**src/rtl/mem_arbiter_pkg.sv**
```systemverilog
// Shared definitions for the instruction/data memory arbiter.
package mem_arbiter_pkg;

    localparam int XLEN = 32;

    typedef enum logic [2:0] {
        IDLE   = 3'd0,
        BUSY_I = 3'd1,
        BUSY_D = 3'd2,
        RESP_I = 3'd3,
        RESP_D = 3'd4
    } state_t;

endpackage

```
**src/rtl/arb_starve_counter.sv**
```systemverilog
// Counts data grants that overtook a waiting instruction fetch; once the
// count reaches STARVE_LIMIT the next arbitration goes to the instruction side.
module arb_starve_counter #(
    parameter int STARVE_LIMIT = 4
) (
    input  logic clk,
    input  logic rst,
    input  logic idle,
    input  logic i_req,
    input  logic grant_i,
    input  logic grant_d,
    output logic force_instr
);

    localparam int CW = (STARVE_LIMIT < 1) ? 1 : $clog2(STARVE_LIMIT + 1);
    localparam logic [CW-1:0] LIMIT = CW'(STARVE_LIMIT);

    logic [CW-1:0] cnt;

    // Saturating count of data grants taken while an instruction fetch waited
    always_ff @(posedge clk or posedge rst) begin
        if (rst) begin
            cnt <= '0;
        end else if (grant_i) begin
            cnt <= '0;
        end else if (grant_d && i_req) begin
            if (cnt != LIMIT)
                cnt <= cnt + 1'b1;
        end else if (idle && !i_req) begin
            cnt <= '0;
        end
    end

    assign force_instr = (cnt == LIMIT);

endmodule

```
**src/rtl/mem_arbiter.sv**
```systemverilog
// Two-port (instruction fetch / data) arbiter in front of a single backing
// memory. Data normally wins; a starvation counter guarantees fetch progress.
module mem_arbiter
    import mem_arbiter_pkg::*;
#(
    parameter int STARVE_LIMIT = 4
) (
    input  logic            clk,
    input  logic            rst,
    input  logic            i_req,
    input  logic [XLEN-1:0] i_addr,
    output logic            i_ack,
    output logic [XLEN-1:0] i_rdata,
    input  logic            d_req,
    input  logic            d_wr,
    input  logic [XLEN-1:0] d_addr,
    input  logic [XLEN-1:0] d_wdata,
    output logic            d_ack,
    output logic [XLEN-1:0] d_rdata,
    output logic            mem_req,
    output logic            mem_wr,
    output logic [XLEN-1:0] mem_addr,
    output logic [XLEN-1:0] mem_wdata,
    input  logic [XLEN-1:0] mem_rdata,
    input  logic            mem_ack,
    output logic            err
);

    state_t state;
    logic   force_instr;
    logic   idle;
    logic   grant_i;
    logic   grant_d;

    assign idle    = (state == IDLE);
    assign grant_i = idle && i_req && (!d_req || force_instr);
    assign grant_d = idle && d_req && !grant_i;

    arb_starve_counter #(
        .STARVE_LIMIT (STARVE_LIMIT)
    ) u_starve (
        .clk         (clk),
        .rst         (rst),
        .idle        (idle),
        .i_req       (i_req),
        .grant_i     (grant_i),
        .grant_d     (grant_d),
        .force_instr (force_instr)
    );

    // Arbitration FSM; every output is a register so mem_* never glitch
    always_ff @(posedge clk or posedge rst) begin
        if (rst) begin
            state     <= IDLE;
            mem_req   <= 1'b0;
            mem_wr    <= 1'b0;
            mem_addr  <= '0;
            mem_wdata <= '0;
            i_ack     <= 1'b0;
            d_ack     <= 1'b0;
            i_rdata   <= '0;
            d_rdata   <= '0;
            err       <= 1'b0;
        end else begin
            i_ack <= 1'b0;
            d_ack <= 1'b0;
            case (state)
                IDLE: begin
                    if (mem_ack)
                        err <= 1'b1;
                    if (grant_i) begin
                        state     <= BUSY_I;
                        mem_req   <= 1'b1;
                        mem_wr    <= 1'b0;
                        mem_addr  <= i_addr;
                        mem_wdata <= '0;
                    end else if (grant_d) begin
                        state     <= BUSY_D;
                        mem_req   <= 1'b1;
                        mem_wr    <= d_wr;
                        mem_addr  <= d_addr;
                        mem_wdata <= d_wdata;
                    end
                end
                BUSY_I: begin
                    if (mem_ack) begin
                        state   <= RESP_I;
                        mem_req <= 1'b0;
                        i_rdata <= mem_rdata;
                        i_ack   <= 1'b1;
                    end
                end
                BUSY_D: begin
                    if (mem_ack) begin
                        state   <= RESP_D;
                        mem_req <= 1'b0;
                        d_rdata <= mem_rdata;
                        d_ack   <= 1'b1;
                    end
                end
                RESP_I, RESP_D: begin
                    // A completion here has no owner: record it as a protocol error
                    if (mem_ack)
                        err <= 1'b1;
                    state <= IDLE;
                end
                default: begin
                    state   <= IDLE;
                    mem_req <= 1'b0;
                end
            endcase
        end
    end

endmodule

```
**config.mk**
```make
export PLATFORM = sky130hd
export DESIGN_NAME = mem_arbiter
export DESIGN_NICKNAME = d
export VERILOG_FILES = /design/src/rtl/mem_arbiter_pkg.sv /design/src/rtl/arb_starve_counter.sv /design/src/rtl/mem_arbiter.sv
export SDC_FILE = /design/constraint.sdc
export NUM_CORES = 1
export LEC_CHECK = 0
export CAP_MARGIN = 20
export CORE_MARGIN = 8
export CORE_UTILIZATION = 45
export DETAILED_ROUTE_END_ITERATION = 8
export GPL_ROUTABILITY_DRIVEN = 0
export GPL_TIMING_DRIVEN = 1
export PLACE_DENSITY = 0.95
export SKIP_LAST_GASP = 1
export SLEW_MARGIN = 30
export SYNTH_ARGS = -nofsm -noshare
export SYNTH_HDL_FRONTEND = slang
export SYNTH_SLANG_ARGS = --single-unit
export TNS_END_PERCENT = 10
```
**constraint.sdc**
```tcl
create_clock -name clk -period 8.6 [get_ports clk]
set_input_delay 2.15 -clock clk [delete_from_list [all_inputs] [get_ports clk]]
set_output_delay 2.15 -clock clk [all_outputs]
set_load 0.01 [all_outputs]
```
==> results.rst, run 1 <==
.. list-table::
   :header-rows: 1

   * - Metric
     - Value
   * - Run status
     - complete, no violations
   * - Vias after detailed routing
     - 4625
   * - Maximum vdd ir drop
     - 0.2548 mV
   * - Synthesized area per cell
     - 14.00 sq um
   * - CTS buffer count
     - 17
   * - Gate count of the mapped netlist
     - 410
   * - Post-DRT Antenna Nets
     - 0
   * - Total number of clock tree sinks
     - 139
   * - Starting DRT DRC Count
     - 222
   * - Leading cell types in the layout, fill and taps excluded
     - clkdlybuf4s50_1 (266), dfrtp_1 (139), mux2_2 (63)
   * - Detailed Route WL
     - 18160 microns
   * - Endpoints failing setup
     - 0
   * - Hold bufs inserted after CTS
     - 0
   * - Buffer cell driving the clock tree root
     - clkbuf_16
   * - Max-slew violations
     - 0
   * - Number of nets at the end of the flow
     - 803
   * - Synthesis-stage register bit count
     - 139
   * - Critical-path maximum fanout
     - 34
   * - Hold slack final
     - 0.4677 ns
   * - Post-Route Setup TNS
     - 0 ns
   * - Most frequent standard cell in the layout excluding fill and tap cells
     - clkdlybuf4s50_1
   * - CTS tree
     - built
   * - Number of buffers added on ports
     - 266
   * - Post-CTS Setup Bufs
     - 0
   * - Number of hold violations in the final report
     - 0
   * - Cells along the critical path
     - clkdlybuf4s50_1 > clkinv_1 > a211oi_4 > buf_6 > a22o_1
   * - DP HPWL
     - 13380 microns
   * - Least-Margin Pin Slew
     - 0.9959 ns
   * - Type of the most critical hold path
     - reg2reg
   * - Total of fill cells in the finished design
     - 807
   * - Largest net degree at the start of global routing
     - 56
   * - Most area-consuming cells after synthesis
     - dfrtp_1 (61%), mux2_2 (12%), a22o_1 (5.2%), a2bb2oi_1 (4.9%), o32ai_1 (4.9%)
   * - Post-synthesis net count
     - 546
   * - Worst slack at placement
     - 3.475 ns
   * - Area growth from synthesis to final layout
     - 60.67%
   * - Core area
     - 12520 sq um
   * - Vias in the first global route
     - 5185
   * - Post-Syn Area
     - 5739 sq um
   * - Slew HR
     - 0.3320
   * - Clock latency on the worst-skew pair
     - 0.41 ns
   * - Quantity of gates resized following cts
     - 0
   * - Placement Rows
     - 41
   * - YS warnings
     - 0
   * - Total routing resource utilization after global routing
     - 0.2220
   * - Startpoint type of the worst setup path
     - primary input
   * - Max-cap violations
     - 0
   * - I/O pin total
     - 267
   * - H-tree level count
     - 4
   * - Cell type contributing the most total cell area after synthesis
     - dfrtp_1
   * - Arr. time, crit path
     - 5.06 ns
   * - Share of the synthesized area in the top cell type
     - 0.6061
   * - Worst-path clk slew
     - 0.06 ns
   * - Register area share after synthesis
     - 0.6061
   * - Power Dens Cells
     - 366.9 nW/um^2
   * - Worst-case clock buffer depth
     - 2
   * - TritonRoute pass-1 iters
     - 4
   * - Detailed-route vias per instance
     - 5.428
   * - Crit. End Element
     - flop
   * - Top achievable clock speed
     - 211.9 MHz
   * - Worst-case clock skew
     - 0.009913 ns
   * - Worst path max stage delay
     - 0.95 ns
   * - Worst path required time
     - 8.94 ns
   * - Layout cells sized above 1
     - 0.1676
   * - Die Ht
     - 128.9 microns
   * - Remaining routing DRC violations
     - 0
   * - DIE AREA
     - 16620 sq um
   * - Number of distinct library cells after synthesis
     - 38
   * - Die W
     - 128.9 microns
   * - Global-route wire length before repair
     - 28200 microns
   * - RSZ-0062 raised after global routing
     - no
   * - Cell with the largest stage delay on the worst path
     - a211oi_4
   * - Remaining global-route overflow
     - 0
   * - Category of the most critical setup path
     - in2reg
   * - Slack of the critical path
     - 3.881 ns
   * - Starting density of the core
     - 0.4585
   * - Routed length per instance
     - 21.32 microns
   * - Static power due to leakage
     - 3.780 nW
   * - Final min period
     - 4.719 ns
   * - # diodes
     - 0
   * - Period utilisation layout
     - 0.5487
   * - Number of antenna violations at the first check in global routing
     - 0
[state kept, by name (all words and copies together) (netlist names)]
register      flops
d_ack             1
d_rdata          32
err               1
i_ack             1
i_rdata          32
mem_addr         32
mem_req           1
mem_wdata        32
mem_wr            1
state             3
u_starve.cnt      3
[path summary, 6_finish.rpt]
path / startpoint / to / slack [ns] / cells after the start
hold / removal: err$_DFFE_PP0P_ / err$_DFFE_PP0P_ / 0.47 / 1
setup reg to reg: state[1]$_DFFE_PP0P_ / mem_wdata[12]$_DFFE_PP0P_ / 6.47 / 4
hold reg to reg: err$_DFFE_PP0P_ / err$_DFFE_PP0P_ / 0.47 / 1
min in group asynchronous: rst / d_ack$_DFF_PP0_ / 2.20 / 2
setup / recovery: d_req / mem_wdata[12]$_DFFE_PP0P_ / 3.88 / 5
max in group asynchronous: rst / i_rdata[31]$_DFFE_PP0P_ / 5.26 / 4
[where the power goes]
part | switching, mW | internal, mW | total, mW
registers | 0.182 | 0.949 | 1.13
clock network | 0.279 | 0.541 | 0.820
logic | 0.584 | 0.848 | 1.43
[cell type report]
| cell class | count | area (sq um) | area share |
|---|---|---|---|
| inverter | 6 | 27.53 | 0.002985 |
| sequential | 139 | 3478 | 0.3772 |
| multi-input combinational | 229 | 2076 | 0.2251 |
| clock inverter | 12 | 207.7 | 0.02252 |
| timing repair buffer | 274 | 2750 | 0.2982 |
| tap | 172 | 215.2 | 0.02334 |
| clock buffer | 20 | 466.7 | 0.05061 |
[worst max-delay path: cells and delay by family]
family,cells,cell delay [ns]
buffers and inverters,3,1.78
AO/OA/AOI/OAI,2,1.12
[kinds of logic after synthesis]
logic type                 Yosys count  share of synthesized area
AOI/OAI and AO/OA                  113                     0.1707
adders and majority gates            2                   0.004359
buffers and inverters               42                    0.03640
DFF                                139                     0.6061
muxes                               64                     0.1256
and+or+nand+nor                     50                    0.05690
[routing by layer]
metal	GRT usage	vias to the layer above	routed length (microns)
li1	-	2070	-
met1	0.2381	2284	6841
met2	0.3651	222	8820
met3	0.09144	49	1751
met4	0.1258	0	750
met5	0	-	0
[per-stage QoR]
| stage | utilization | std cells | power, mW | instance area [sq um] |
|---|---|---|---|---|
| after floorplan | - | 410 | 1.765 | 5739 |
| final | 0.7367 | 852 | 3.383 | 9221 |
| after CTS | 0.7367 | 852 | 3.422 | 9221 |
| after global routing | 0.7367 | 852 | 3.565 | 9221 |
| after global placement | 0.6777 | 817 | 2.490 | 8483 |
| after detailed placement | 0.6828 | 820 | 2.572 | 8547 |
[synth_stat cells (all sizes together)]
master and number:
nand4 2, a21o 1, nor3 2, nand2 5, clkinv 1, nor3b 1, a32o 1, o32ai 32
o21bai 2, and3 1, or3 1, ha 2, nor2 3, a211oi 1, inv 5, a21boi 1
o21ai 4, clkbuf 22, a21oi 2, a2bb2oi 32, o31ai 1, and4 2, nand2b 32, buf 14
o211a 1, mux2 64, nor4b 1, dfrtp 139, a22o 34, a21bo 1
Note: power is estimated with default switching activity, not from simulation.
==> run 2: changes to the inputs <==
--- a/config.mk
+++ b/config.mk
@@ -7,11 +7,11 @@
 export LEC_CHECK = 0
 export CAP_MARGIN = 20
 export CORE_MARGIN = 8
-export CORE_UTILIZATION = 45
+export CORE_UTILIZATION = 41
 export DETAILED_ROUTE_END_ITERATION = 8
 export GPL_ROUTABILITY_DRIVEN = 0
 export GPL_TIMING_DRIVEN = 1
-export PLACE_DENSITY = 0.95
+export PLACE_DENSITY = 0.9
 export SKIP_LAST_GASP = 1
 export SLEW_MARGIN = 30
 export SYNTH_ARGS = -nofsm -noshare
==> constraint.sdc (replaced) <==
create_clock -name clk -period 5 [get_ports clk]
set_input_delay 1.25 -clock clk [delete_from_list [all_inputs] [get_ports clk]]
set_output_delay 1.25 -clock clk [all_outputs]
set_load 0.01 [all_outputs]
==> run 2 against run 1 <==
Effect of this change:
- die area rose by 8.5%
- first-iteration DRC count rose by 30%
- via count rose by 0.39%
- global-route usage fell by 1.9 points
- highest routed layer unchanged
- sequential share of layout area rose by 0.27 points
- cell count rose by 1.2%
- hold slack got worse by 0.011 ns
- final area fell by 0.72%
- clock skew fell by 0.0045 ns
- clock power rose by 57%
- non-clock buffer count rose by 2
- sequential cell count did not move
==> results.rst, run 2 (synthesized netlist as in run 1, its figures left out) <==
.. list-table::
   :header-rows: 1

   * - Metric
     - Value
   * - Starting DRT DRC Count
     - 289
   * - Max-slew violations
     - 0
   * - Final min period
     - 2.954 ns
   * - I/O pin total
     - 267
   * - Static power due to leakage
     - 3.750 nW
   * - Maximum vdd ir drop
     - 0.4009 mV
   * - Die W
     - 134.3 microns
   * - Area growth from synthesis to final layout
     - 59.52%
   * - Storage element area
     - 3478 sq um
   * - Worst-path clk slew
     - 0.06 ns
   * - Number of buffers added on ports
     - 266
   * - Vias in the first global route
     - 5115
   * - CTS tree
     - built
   * - Top achievable clock speed
     - 338.5 MHz
   * - Worst-case clock buffer depth
     - 2
   * - Slew HR
     - 0.4513
   * - Worst path max stage delay
     - 0.67 ns
   * - Period utilisation layout
     - 0.5908
   * - Arr. time, crit path
     - 3.30 ns
   * - Total of fill cells in the finished design
     - 1004
   * - Category of the most critical setup path
     - in2reg
   * - Placement Rows
     - 43
   * - Die Ht
     - 134.3 microns
   * - Crit. End Element
     - flop
   * - Clock latency on the worst-skew pair
     - 0.41 ns
   * - Least-Margin Pin Slew
     - 0.8200 ns
   * - Core area
     - 13770 sq um
   * - H-tree level count
     - 4
   * - Endpoints failing setup
     - 0
   * - Multi-input combinational cell area
     - 2071 sq um
   * - Max-cap violations
     - 0
   * - Critical-path maximum fanout
     - 19
   * - RSZ-0062 raised after global routing
     - no
   * - Number of antenna violations at the first check in global routing
     - 0
   * - Starting density of the core
     - 0.4167
   * - Power Dens Cells
     - 621.0 nW/um^2
   * - Cells along the critical path
     - clkdlybuf4s50_1 > a21bo_2 > a211oi_4 > buf_6 > a22o_1
   * - Run status
     - complete, no violations
   * - Largest net degree at the start of global routing
     - 107
   * - Share of the core filled with cells
     - 0.6647
   * - Buffer cell driving the clock tree root
     - clkbuf_16
   * - DIE AREA
     - 18040 sq um
   * - CTS buffer count
     - 17
   * - Post-DRT Antenna Nets
     - 0
   * - Layout cells sized above 1
     - 0.1701
   * - Global-route wire length before repair
     - 28680 microns
   * - Remaining global-route overflow
     - 0
   * - Cell with the largest stage delay on the worst path
     - clkdlybuf4s50_1
   * - Hold bufs inserted after CTS
     - 0
   * - Leading cell types in the layout, fill and taps excluded
     - clkdlybuf4s50_1 (266), dfrtp_1 (139), mux2_2 (63)
   * - Type of the most critical hold path
     - reg2reg
   * - TritonRoute pass-1 iters
     - 4
   * - Post-Route Setup TNS
     - 0 ns
   * - Detailed Route WL
     - 18510 microns
   * - Startpoint type of the worst setup path
     - primary input
   * - Worst path required time
     - 5.34 ns
   * - # diodes
     - 0
   * - Remaining routing DRC violations
     - 0
   * - Number of hold violations in the final report
     - 0
   * - Number of nets at the end of the flow
     - 805
   * - Most frequent standard cell in the layout excluding fill and tap cells
     - clkdlybuf4s50_1
   * - Routed length per instance
     - 21.47 microns
   * - Vias after detailed routing
     - 4643
   * - Worst-case clock skew
     - 0.005388 ns
   * - Total routing resource utilization after global routing
     - 0.2032
   * - DP HPWL
     - 13130 microns
   * - Post-CTS Setup Bufs
     - 0
   * - Quantity of gates resized following cts
     - 0
   * - Total number of clock tree sinks
     - 139
   * - Detailed-route vias per instance
     - 5.386
==> run 2: where the power goes <==
group          internal, mW  switching [mW]
Combinational          1.45            1.00
Sequential             1.63           0.310
Clock                 0.799           0.490
==> run 2: final timing paths <==
path                                        startpoint                        end  slack [ns]  cells after the start
max in group asynchronous                          rst  mem_wdata[14]$_DFFE_PP0P_        2.83                      3
min reg2reg                            err$_DFFE_PP0P_            err$_DFFE_PP0P_        0.46                      1
min in group asynchronous                          rst     d_rdata[4]$_DFFE_PP0P_        1.36                      2
max                                              d_req  mem_wdata[12]$_DFFE_PP0P_        2.05                      5
max reg2reg                u_starve.cnt[0]$_DFFE_PP0P_  mem_wdata[12]$_DFFE_PP0P_        2.87                      6
min                                    err$_DFFE_PP0P_            err$_DFFE_PP0P_        0.46                      1
==> run 2: layer usage <==
layer  GRT usage  wire [microns]  vias up
met5           0               0        -
met4     0.07923             516        0
met3     0.07330            1282       36
met2      0.3626            9763      172
met1      0.2131            6945     2371
li1            -               -     2064
==> run 2: layout make-up <==
| class | count | share of cell area |
|---|---|---|
| clock buffer | 18 | 0.04797 |
| tap | 180 | 0.02460 |
| inverter | 6 | 0.003280 |
| timing repair buffer | 276 | 0.2994 |
| multi-input combinational | 229 | 0.2262 |
| clock inverter | 14 | 0.01859 |
| sequential | 139 | 0.3799 |
==> run 2: metrics by stage <==
step	instance area, sq um	hold slack (ns)	power (mW)	setup WS [ns]	std cells
floorplan	5739	0.4731	3.036	0.02548	410
global placement	8523	0.4514	4.303	1.517	829
detailed placement	8543	0.4473	4.407	1.662	830
CTS	9153	0.4609	5.745	2.068	862
global route	9155	0.4790	5.964	1.978	862
finish	9155	0.4568	5.685	2.046	862
==> run 2: critical path, delay by kind of cell <==
| kind | cells | cell delay, ns |
|---|---|---|
| buffers and inverters | 2 | 0.95 |
| AO/OA/AOI/OAI | 3 | 1.09 |
==> run 3: changes to the inputs <==
--- a/config.mk
+++ b/config.mk
@@ -7,11 +7,11 @@
 export LEC_CHECK = 0
 export CAP_MARGIN = 20
 export CORE_MARGIN = 8
-export CORE_UTILIZATION = 41
+export CORE_UTILIZATION = 37
 export DETAILED_ROUTE_END_ITERATION = 8
 export GPL_ROUTABILITY_DRIVEN = 0
 export GPL_TIMING_DRIVEN = 1
-export PLACE_DENSITY = 0.9
+export PLACE_DENSITY = 0.86
 export SKIP_LAST_GASP = 1
 export SLEW_MARGIN = 30
 export SYNTH_ARGS = -nofsm -noshare
==> constraint.sdc (replaced) <==
create_clock -name clk -period 2.51 [get_ports clk]
set_input_delay 0.6275 -clock clk [delete_from_list [all_inputs] [get_ports clk]]
set_output_delay 0.6275 -clock clk [all_outputs]
set_load 0.01 [all_outputs]
==> run 3 against run 2 <==
Effect of this change:
- combinational power increased by 100%
- sequential cell count stayed put
- worst setup slack got worse by 1.5 ns
- critical endpoint is now i_rdata[0]
- largest cell class unchanged
- highest routed layer unchanged
==> results.rst, run 3 (synthesized netlist as in run 1, its figures left out) <==
.. list-table::
   :header-rows: 1

   * - Metric
     - Value
   * - Post-placement cell count
     - 842
   * - Startpoint type of the worst setup path
     - flop
   * - Sw power
     - 3.471 mW
   * - Max-slew violations
     - 0
   * - Worst-case clock buffer depth
     - 2
   * - Design Power
     - 11.13 mW
   * - Total routing resource utilization after global routing
     - 0.1811
   * - Starting DRT DRC Count
     - 153
   * - Reg2reg start
     - u_starve.cnt[0]$_DFFE_PP0P_
   * - Most frequent standard cell in the layout excluding fill and tap cells
     - clkdlybuf4s50_1
   * - Global-route wire length before repair
     - 28240 microns
   * - Worst path max stage delay
     - 0.59 ns
   * - Period utilisation layout
     - 0.7936
   * - Arr. time, crit path
     - 1.36 ns
   * - Category of the most critical setup path
     - reg2out
   * - Max-cap violations
     - 0
   * - Critical Path Sink
     - i_rdata[0]
   * - Static power due to leakage
     - 3.779 nW
   * - Buffer cell driving the clock tree root
     - clkbuf_16
   * - Finished Cell Area
     - 9223 sq um
   * - Area growth from synthesis to final layout
     - 60.69%
   * - Quantity of gates resized following cts
     - 0
   * - Detailed Route WL
     - 17860 microns
   * - CTS buffer count
     - 17
   * - Critical-path maximum fanout
     - 2
   * - Worst-path clk slew
     - 0.06 ns
   * - Clock share of power
     - 0.210
   * - TritonRoute pass-1 iters
     - 7
   * - Maximum vdd ir drop
     - 0.9453 mV
   * - Largest net degree at the start of global routing
     - 76
   * - Type of the most critical hold path
     - reg2reg
   * - Hold bufs inserted after CTS
     - 0
   * - Number of hold violations in the final report
     - 0
   * - Placement Rows
     - 45
   * - Run status
     - complete, no violations
   * - Leading cell types in the layout, fill and taps excluded
     - clkdlybuf4s50_1 (266), dfrtp_1 (139), mux2_2 (63)
   * - CTS tree
     - built
   * - Cell with the largest stage delay on the worst path
     - clkdlybuf4s50_1
   * - Reg power frac
     - 0.347
   * - Number of antenna violations at the first check in global routing
     - 0
   * - DP HPWL
     - 13340 microns
   * - Final min period
     - 1.992 ns
   * - Non-filler cells, final
     - 871
   * - Detailed-route vias per instance
     - 5.196
   * - Worst-case register-to-register setup slack
     - 0.77 ns
   * - Total number of clock tree sinks
     - 139
   * - Die W
     - 140.5 microns
   * - H-tree level count
     - 4
   * - Crit. End Element
     - output pin
   * - # diodes
     - 0
   * - I/O pin total
     - 267
   * - Placed standard-cell area
     - 8670 sq um
   * - Layout cells sized above 1
     - 0.1684
   * - RSZ-0062 raised after global routing
     - no
   * - Share of total power consumed by net switching
     - 0.3120
   * - Register-to-Register Path Depth
     - 6
   * - Capture point of the worst reg-to-reg path
     - mem_wr$_DFFE_PP0P_
   * - Cell-internal power
     - 7.654 mW
   * - Total stage count of the critical path
     - 1
   * - Number of nets at the end of the flow
     - 809
   * - Endpoints failing setup
     - 0
   * - Top achievable clock speed
     - 502.0 MHz
   * - Number of buffers added on ports
     - 266
   * - Core area
     - 15200 sq um
   * - Clock latency on the worst-skew pair
     - 0.41 ns
   * - Routed length per instance
     - 20.50 microns
   * - Slew HR
     - 0.7345
   * - Worst path required time
     - 1.88 ns
   * - Vias after detailed routing
     - 4526
   * - Remaining routing DRC violations
     - 0
   * - Setup crit start
     - i_rdata[0]$_DFFE_PP0P_
   * - Relative contribution of combinational cells to total power
     - 0.443
   * - Die Ht
     - 140.5 microns
   * - Power Dens Cells
     - 1206 nW/um^2
   * - Kind of cell with the highest combined delay on the critical path
     - buffers and inverters
   * - Vias in the first global route
     - 5004
   * - DIE AREA
     - 19750 sq um
   * - Least-Margin Pin Slew
     - 0.3982 ns
   * - Post-CTS Setup Bufs
     - 0
   * - CP bufs+invs
     - 1
   * - Post-DRT Antenna Nets
     - 0
   * - Starting density of the core
     - 0.3775
   * - Remaining global-route overflow
     - 0
   * - Cells along the critical path
     - clkdlybuf4s50_1
   * - Post-Route Setup TNS
     - 0 ns
   * - Worst-case clock skew
     - 0.005758 ns
run 3: how the worst min path moves through the flow:
stage / startpoint / endpoint / slack (ns) / depth (start not counted)
final: err$_DFFE_PP0P_ / err$_DFFE_PP0P_ / 0.50 / 1
after global routing: err$_DFFE_PP0P_ / err$_DFFE_PP0P_ / 0.51 / 1
after CTS: mem_wdata[26]$_DFFE_PP0P_ / mem_wdata[26]$_DFFE_PP0P_ / 0.50 / 1
after detailed placement: err$_DFFE_PP0P_ / err$_DFFE_PP0P_ / 0.45 / 1
after global placement: err$_DFFE_PP0P_ / err$_DFFE_PP0P_ / 0.46 / 1
after floorplan: u_starve.cnt[1]$_DFFE_PP0P_ / u_starve.cnt[1]$_DFFE_PP0P_ / 0.47 / 2
run 3: per-stage QoR:
step	util	setup slack, ns	hold WS (ns)
finish	0.6067	0.5180	0.4967
global route	0.6067	0.4603	0.5079
CTS	0.6067	0.4918	0.5014
detailed placement	0.5703	0.2203	0.4527
global placement	0.5703	0.2769	0.4562
floorplan	-	0.1474	0.4731
run 3: power by group through the flow:
stage               logic, mW  registers [mW]  clock network (mW)
floorplan                1.82            4.23                   0
global placement         4.86            3.82                   0
detailed placement       4.98            3.88                   0
CTS                      5.01            3.87                2.41
global route             5.26            3.99                2.50
finish                   4.92            3.86                2.34
run 3: area by class of cell:
cell class / count / area (sq um)
inverters: 6 / 26.28
clock inverters: 11 / 123.9
clock buffers: 18 / 429.2
well taps: 188 / 235.2
flip-flops and latches: 139 / 3478
multi-input cells: 229 / 2062
repair buffers: 280 / 2868
fillers: 1179 / 5979
run 3: metal layers:
metal	routed length, microns	global-route usage	vias up
met3	1872	0.08733	18
met2	9081	0.3118	199
met1	6689	0.1962	2241
met5	0	0	-
met4	212	0.04638	0
li1	-	-	2068
==> RTL change 1 (flow settings as in run 2) <==
Register the output `err` once more, without a reset; this adds one clock of latency there. The other outputs are not delayed to match.
--- a/src/rtl/mem_arbiter.sv
+++ b/src/rtl/mem_arbiter.sv
@@ -26,4 +26,6 @@
     output logic            err
 );
+
+    logic err_s0;
 
     state_t state;
@@ -61,5 +63,5 @@
             i_rdata   <= '0;
             d_rdata   <= '0;
-            err       <= 1'b0;
+            err_s0    <= 1'b0;
         end else begin
             i_ack <= 1'b0;
@@ -68,5 +70,5 @@
                 IDLE: begin
                     if (mem_ack)
-                        err <= 1'b1;
+                        err_s0 <= 1'b1;
                     if (grant_i) begin
                         state     <= BUSY_I;
@@ -102,5 +104,5 @@
                     // A completion here has no owner: record it as a protocol error
                     if (mem_ack)
-                        err <= 1'b1;
+                        err_s0 <= 1'b1;
                     state <= IDLE;
                 end
@@ -113,4 +115,8 @@
     end
 
+    always_ff @(posedge clk) begin
+        err <= err_s0;
+    end
+
 endmodule
 
Function: changed (a bounded check fails within 4 cycles, from zero or initial values and one cycle with rst high).
==> RTL change 1 against run 2 <==
Sequential cell count up 1; total power shrank 0.80%; highest routed layer unchanged; worst setup slack lost 0.060 ns; critical path type unchanged; wire length decreased by 4.1%; design area rose by 0.16%; global-route usage decreased by 1.1 points; area after synthesis up 0.35%; via count shrank 2.3%; core utilization shrank 0.15 points; final cell count up 0.23%; sequential share of layout area increased by 0.16 points; largest power group unchanged.
==> RTL change 1: results (changes against run 2) <==
status: complete, no violations
Layout fillers: 978 (-2.6%)
Non-clk bufs: 277 (+0.36%)
Net count, final: 807 (+0.25%)
fraction of area in registers: 38.15% (+0.16 points)
Synth cell types: 39 (+2.6%)
Int Power: 0.003849 W (-0.90%)
Worst Path Arrival: 3.36 ns (+0.06 ns)
hold path start: err_s0$_DFFE_PP0P_
ys async rst share: 99.29% (-0.71 points)
Mapped Cells: 411 (+0.24%)
fraction of area in multi-input gates: 22.57% (-0.051 points)
Yosys reg bits: 140 (+0.72%)
syn nets: 547 (+0.18%)
clk tree area frac: 6.522% (-0.13 points)
DP HPWL: 13060 um (-0.50%)
pwr dens: 615.0 nW/um^2 (-0.96%)
via count: 4535 (-2.3%)
pin count of the biggest net entering global routing: 116 (+8.4%)
initial DRC count: 176 (-39%)
Critical R2R Capture: mem_wdata[3]$_DFFE_PP0P_
skew final: 0.01210 ns (+0.006715 ns)
vias in the first global route: 4962 (-3.0%)
buffer share of cell area: 29.98% (+0.033 points)
placed cells: 832 (+0.24%)
Leak: 3.752 nW (about the same)
sequential area share after synthesis: 60.74% (+0.14 points)
GRT Overall Usage: 19.26% (-1.1 points)
Hold EP: err$_DFF_P_
first-pass GRT wire length: 27340 um (-4.6%)
Area contributors post-synth: dfrtp_1, mux2_2, a22o_1
hold path cells: 0 (-1)
WL final: 17750 um (-4.1%)
Layout Cells excl Fill: 864 (+0.23%)
hold_ws: 0.3751 ns (-0.08173 ns)
share of cells above drive strength 1: 16.96% (-0.050 points)
==> RTL change 1: cell count changes after synthesis, sizes merged <==
cell	change
dfxtp	+1
==> RTL change 1: metrics by stage <==
step | setup WS [ns] | cell area [sq um]
finish | 1.986 | 9170
global route | 1.888 | 9170
CTS | 2.008 | 9168
detailed placement | 1.573 | 8569
global placement | 1.441 | 8551
floorplan | 0.02548 | 5759
==> RTL change 1: routing by layer <==
metal | vias up | global-route usage, % | share of wire, %
met4 | 0 | 7.486 | 2.0
met1 | 2237 | 21.31 | 37
li1 | 2074 | - | -
met2 | 201 | 31.34 | 49
met5 | - | 0 | 0
met3 | 23 | 9.324 | 12
==> RTL change 1: critical path, cell delays in order <==
cell and delay (ns):
clkdlybuf4s50_1 0.66, clkinv_1 0.11, buf_4 0.26, a211oi_4 0.61, buf_6 0.28, a22o_1 0.18
==> RTL change 1: worst max-delay path by stage <==
stage	start	end
2_1_floorplan	rst	d_ack$_DFF_PP0_
3_3_place_gp	d_req	mem_wdata[0]$_DFFE_PP0P_
3_5_place_dp	d_req	mem_wdata[26]$_DFFE_PP0P_
4_1_cts	d_req	mem_wdata[3]$_DFFE_PP0P_
5_1_grt	d_req	mem_wdata[3]$_DFFE_PP0P_
6_report	d_req	mem_wdata[3]$_DFFE_PP0P_
==> RTL change 1: cells by family (layout without fill, tap and decap cells) <==
group / count (synthesis) / count (layout) / share of synthesized area, %
multiplexers: 64 / 64 / 12.51
buffers and inverters: 42 / 315 / 3.628
adder cells (fa/ha/maj): 2 / 2 / 0.4344
AND/OR/NAND/NOR: 50 / 50 / 5.670
AO/OA/AOI/OAI: 113 / 113 / 17.01
flip-flops: 140 / 140 / 60.74
==> RTL change 2 (flow settings as in run 2) <==
Made on the original files. Change the package constant `XLEN` from 32 to 64.
--- a/src/rtl/mem_arbiter_pkg.sv
+++ b/src/rtl/mem_arbiter_pkg.sv
@@ -2,5 +2,5 @@
 package mem_arbiter_pkg;
 
-    localparam int XLEN = 32;
+    localparam int XLEN = 64;
 
     typedef enum logic [2:0] {
Interface: changed (8 resized); port bits go from 267 to 523. No check against the original RTL was run, so the function may have changed too.
==> RTL change 2 against run 2 <==
Total power grew 99%; area after synthesis up 88%; sequential cell count grew 128; count of clock-buffer cells in the layout is 19 higher; wire length rose by 130%; die area grew 76%; design area up 90%; worst setup slack lost 0.047 ns; combinational power up 110%; core utilization is 0.56 points higher; critical path depth up 1; largest cell class unchanged; highest routed layer is now met5.
==> RTL change 2: results (changes against run 2) <==
status: complete, no violations
1st-pass router iterations: 6 (+2)
# H-tree levels: 1 (-3)
share of cells above drive strength 1: 15.95% (-1.1 points)
CTS buffer count: 28 (+11)
first-pass GRT wire length: 61090 um (+110%)
vias in the first global route: 9788 (+91%)
pre-CTS setup slack: 1.347 ns (-0.3148 ns)
Worst-Margin Slew: 1.002 ns (+0.1822 ns)
via count: 8933 (+92%)
Crit Path Max Fanout: 32 (+13)
Net count, final: 1521 (+89%)
HP Class: flip-flop to flip-flop
latest clock arrival within the worst-skew pair: 0.54 ns (+0.13 ns)
Area contributors post-synth: dfrtp_1, mux2_2, a22o_1
Leak: 7.112 nW (+90%)
syn nets: 1026 (+88%)
GR Layer Usage met1: 28.50% (+7.2 points)
Post-DP Area: 16270 sq um (+90%)
GRT met3 Usage: 8.531% (+1.2 points)
sw power: 0.003702 W (+110%)
GRT Overall Usage: 24.96% (+4.6 points)
Layout fillers: 1722 (+72%)
pin count of the biggest net entering global routing: 106 (-0.93%)
# port buffers: 522 (+96%)
Worst Path Arrival: 3.45 ns (+0.15 ns)
Post-synth top cells: dfrtp_1, mux2_2, a22o_1, nand2b_1
sequential area share after synthesis: 61.98% (+1.4 points)
CTS root buf: clkbuf_16
initial DRC count: 641 (+120%)
peak supply drop: 0.4947 mV (+23%)
WL final: 41680 um (+130%)
clock slew at reported path FFs: 0.06 ns (about the same)
yosys warns: 0 (unchanged)
count leader, synth: dfrtp_1
# Post-CTS Setup Buffers: 0 (unchanged)
antenna violations before repair: 2 (+2)
DP HPWL: 29760 um (+130%)
ys async rst share: 100.0% (unchanged)
Clock Path Buffers: 3 (+1)
routing usage on met2: 41.87% (+5.6 points)
cts repair resizes: 0 (unchanged)
skew final: 0.01580 ns (+0.01041 ns)
Synth cell types: 32 (-16%)
==> RTL change 2: worst paths after layout <==
path,from,to,slack [ns],depth (start not counted)
max in group asynchronous,rst,mem_addr[2]$_DFFE_PP0P_,2.89,3
worst max-delay path,d_req,mem_addr[33]$_DFFE_PP0P_,2.00,6
worst min-delay path,err$_DFFE_PP0P_,err$_DFFE_PP0P_,0.47,1
worst min register to register,err$_DFFE_PP0P_,err$_DFFE_PP0P_,0.47,1
worst max register to register,state[0]$_DFFE_PP0P_,mem_wdata[63]$_DFFE_PP0P_,2.40,5
min in group asynchronous,rst,i_rdata[22]$_DFFE_PP0P_,1.11,2
==> RTL change 2: power by group through the flow <==
stage          Combinational, W  Clock [W]  Sequential (W)
3_3_place_gp            0.00503          0         0.00373
2_1_floorplan           0.00181          0         0.00418
6_report                0.00515    0.00237         0.00381
5_1_grt                 0.00542    0.00250         0.00391
3_5_place_dp            0.00513          0         0.00379
4_1_cts                 0.00519    0.00242         0.00380
==> RTL change 2: kinds of logic (layout without fill, tap and decap cells) <==
kind of cell,after synthesis,after routing,share of synthesized area (%)
compound gates,205,205,16.41
other cells,0,2,0
mux,128,128,13.37
flops,267,267,61.98
simple gates,82,82,4.805
fa+ha+maj,2,2,0.2321
buf+inv,78,595,3.203
==> RTL change 2: layout make-up <==
cell class | instances | area, sq um | area share [%]
Sequential cell | 267 | 6681 | 38.47
Multi-Input combinational cell | 417 | 3790 | 21.82
Tap cell | 335 | 419.2 | 2.413
Inverter | 5 | 22.52 | 0.1297
Clock buffer | 37 | 805.8 | 4.639
Antenna cell | 2 | 5.005 | 0.02882
Clock inverter | 15 | 259.0 | 1.491
Timing Repair Buffer | 538 | 5385 | 31.01
==> RTL change 2: stage by stage <==
step | hold slack [ns] | instances
floorplan | 0.4932 | 762
finish | 0.4688 | 1616
CTS | 0.4736 | 1613
global placement | 0.4593 | 1561
detailed placement | 0.4555 | 1561
global route | 0.4850 | 1615
==> RTL change 2: critical path, cell delays in order <==
cell	delay (ns)
clkdlybuf4s50_1	0.64
a21boi_4	0.54
buf_16	0.23
buf_4	0.36
o32ai_1	0.17
a2bb2oi_1	0.23
==> RTL change 2: layer usage <==
layer | vias up | routed length [um]
met2 | 502 | 20360
met5 | - | 11
li1 | 3876 | -
met1 | 4425 | 15000
met4 | 2 | 1972
met3 | 128 | 4333
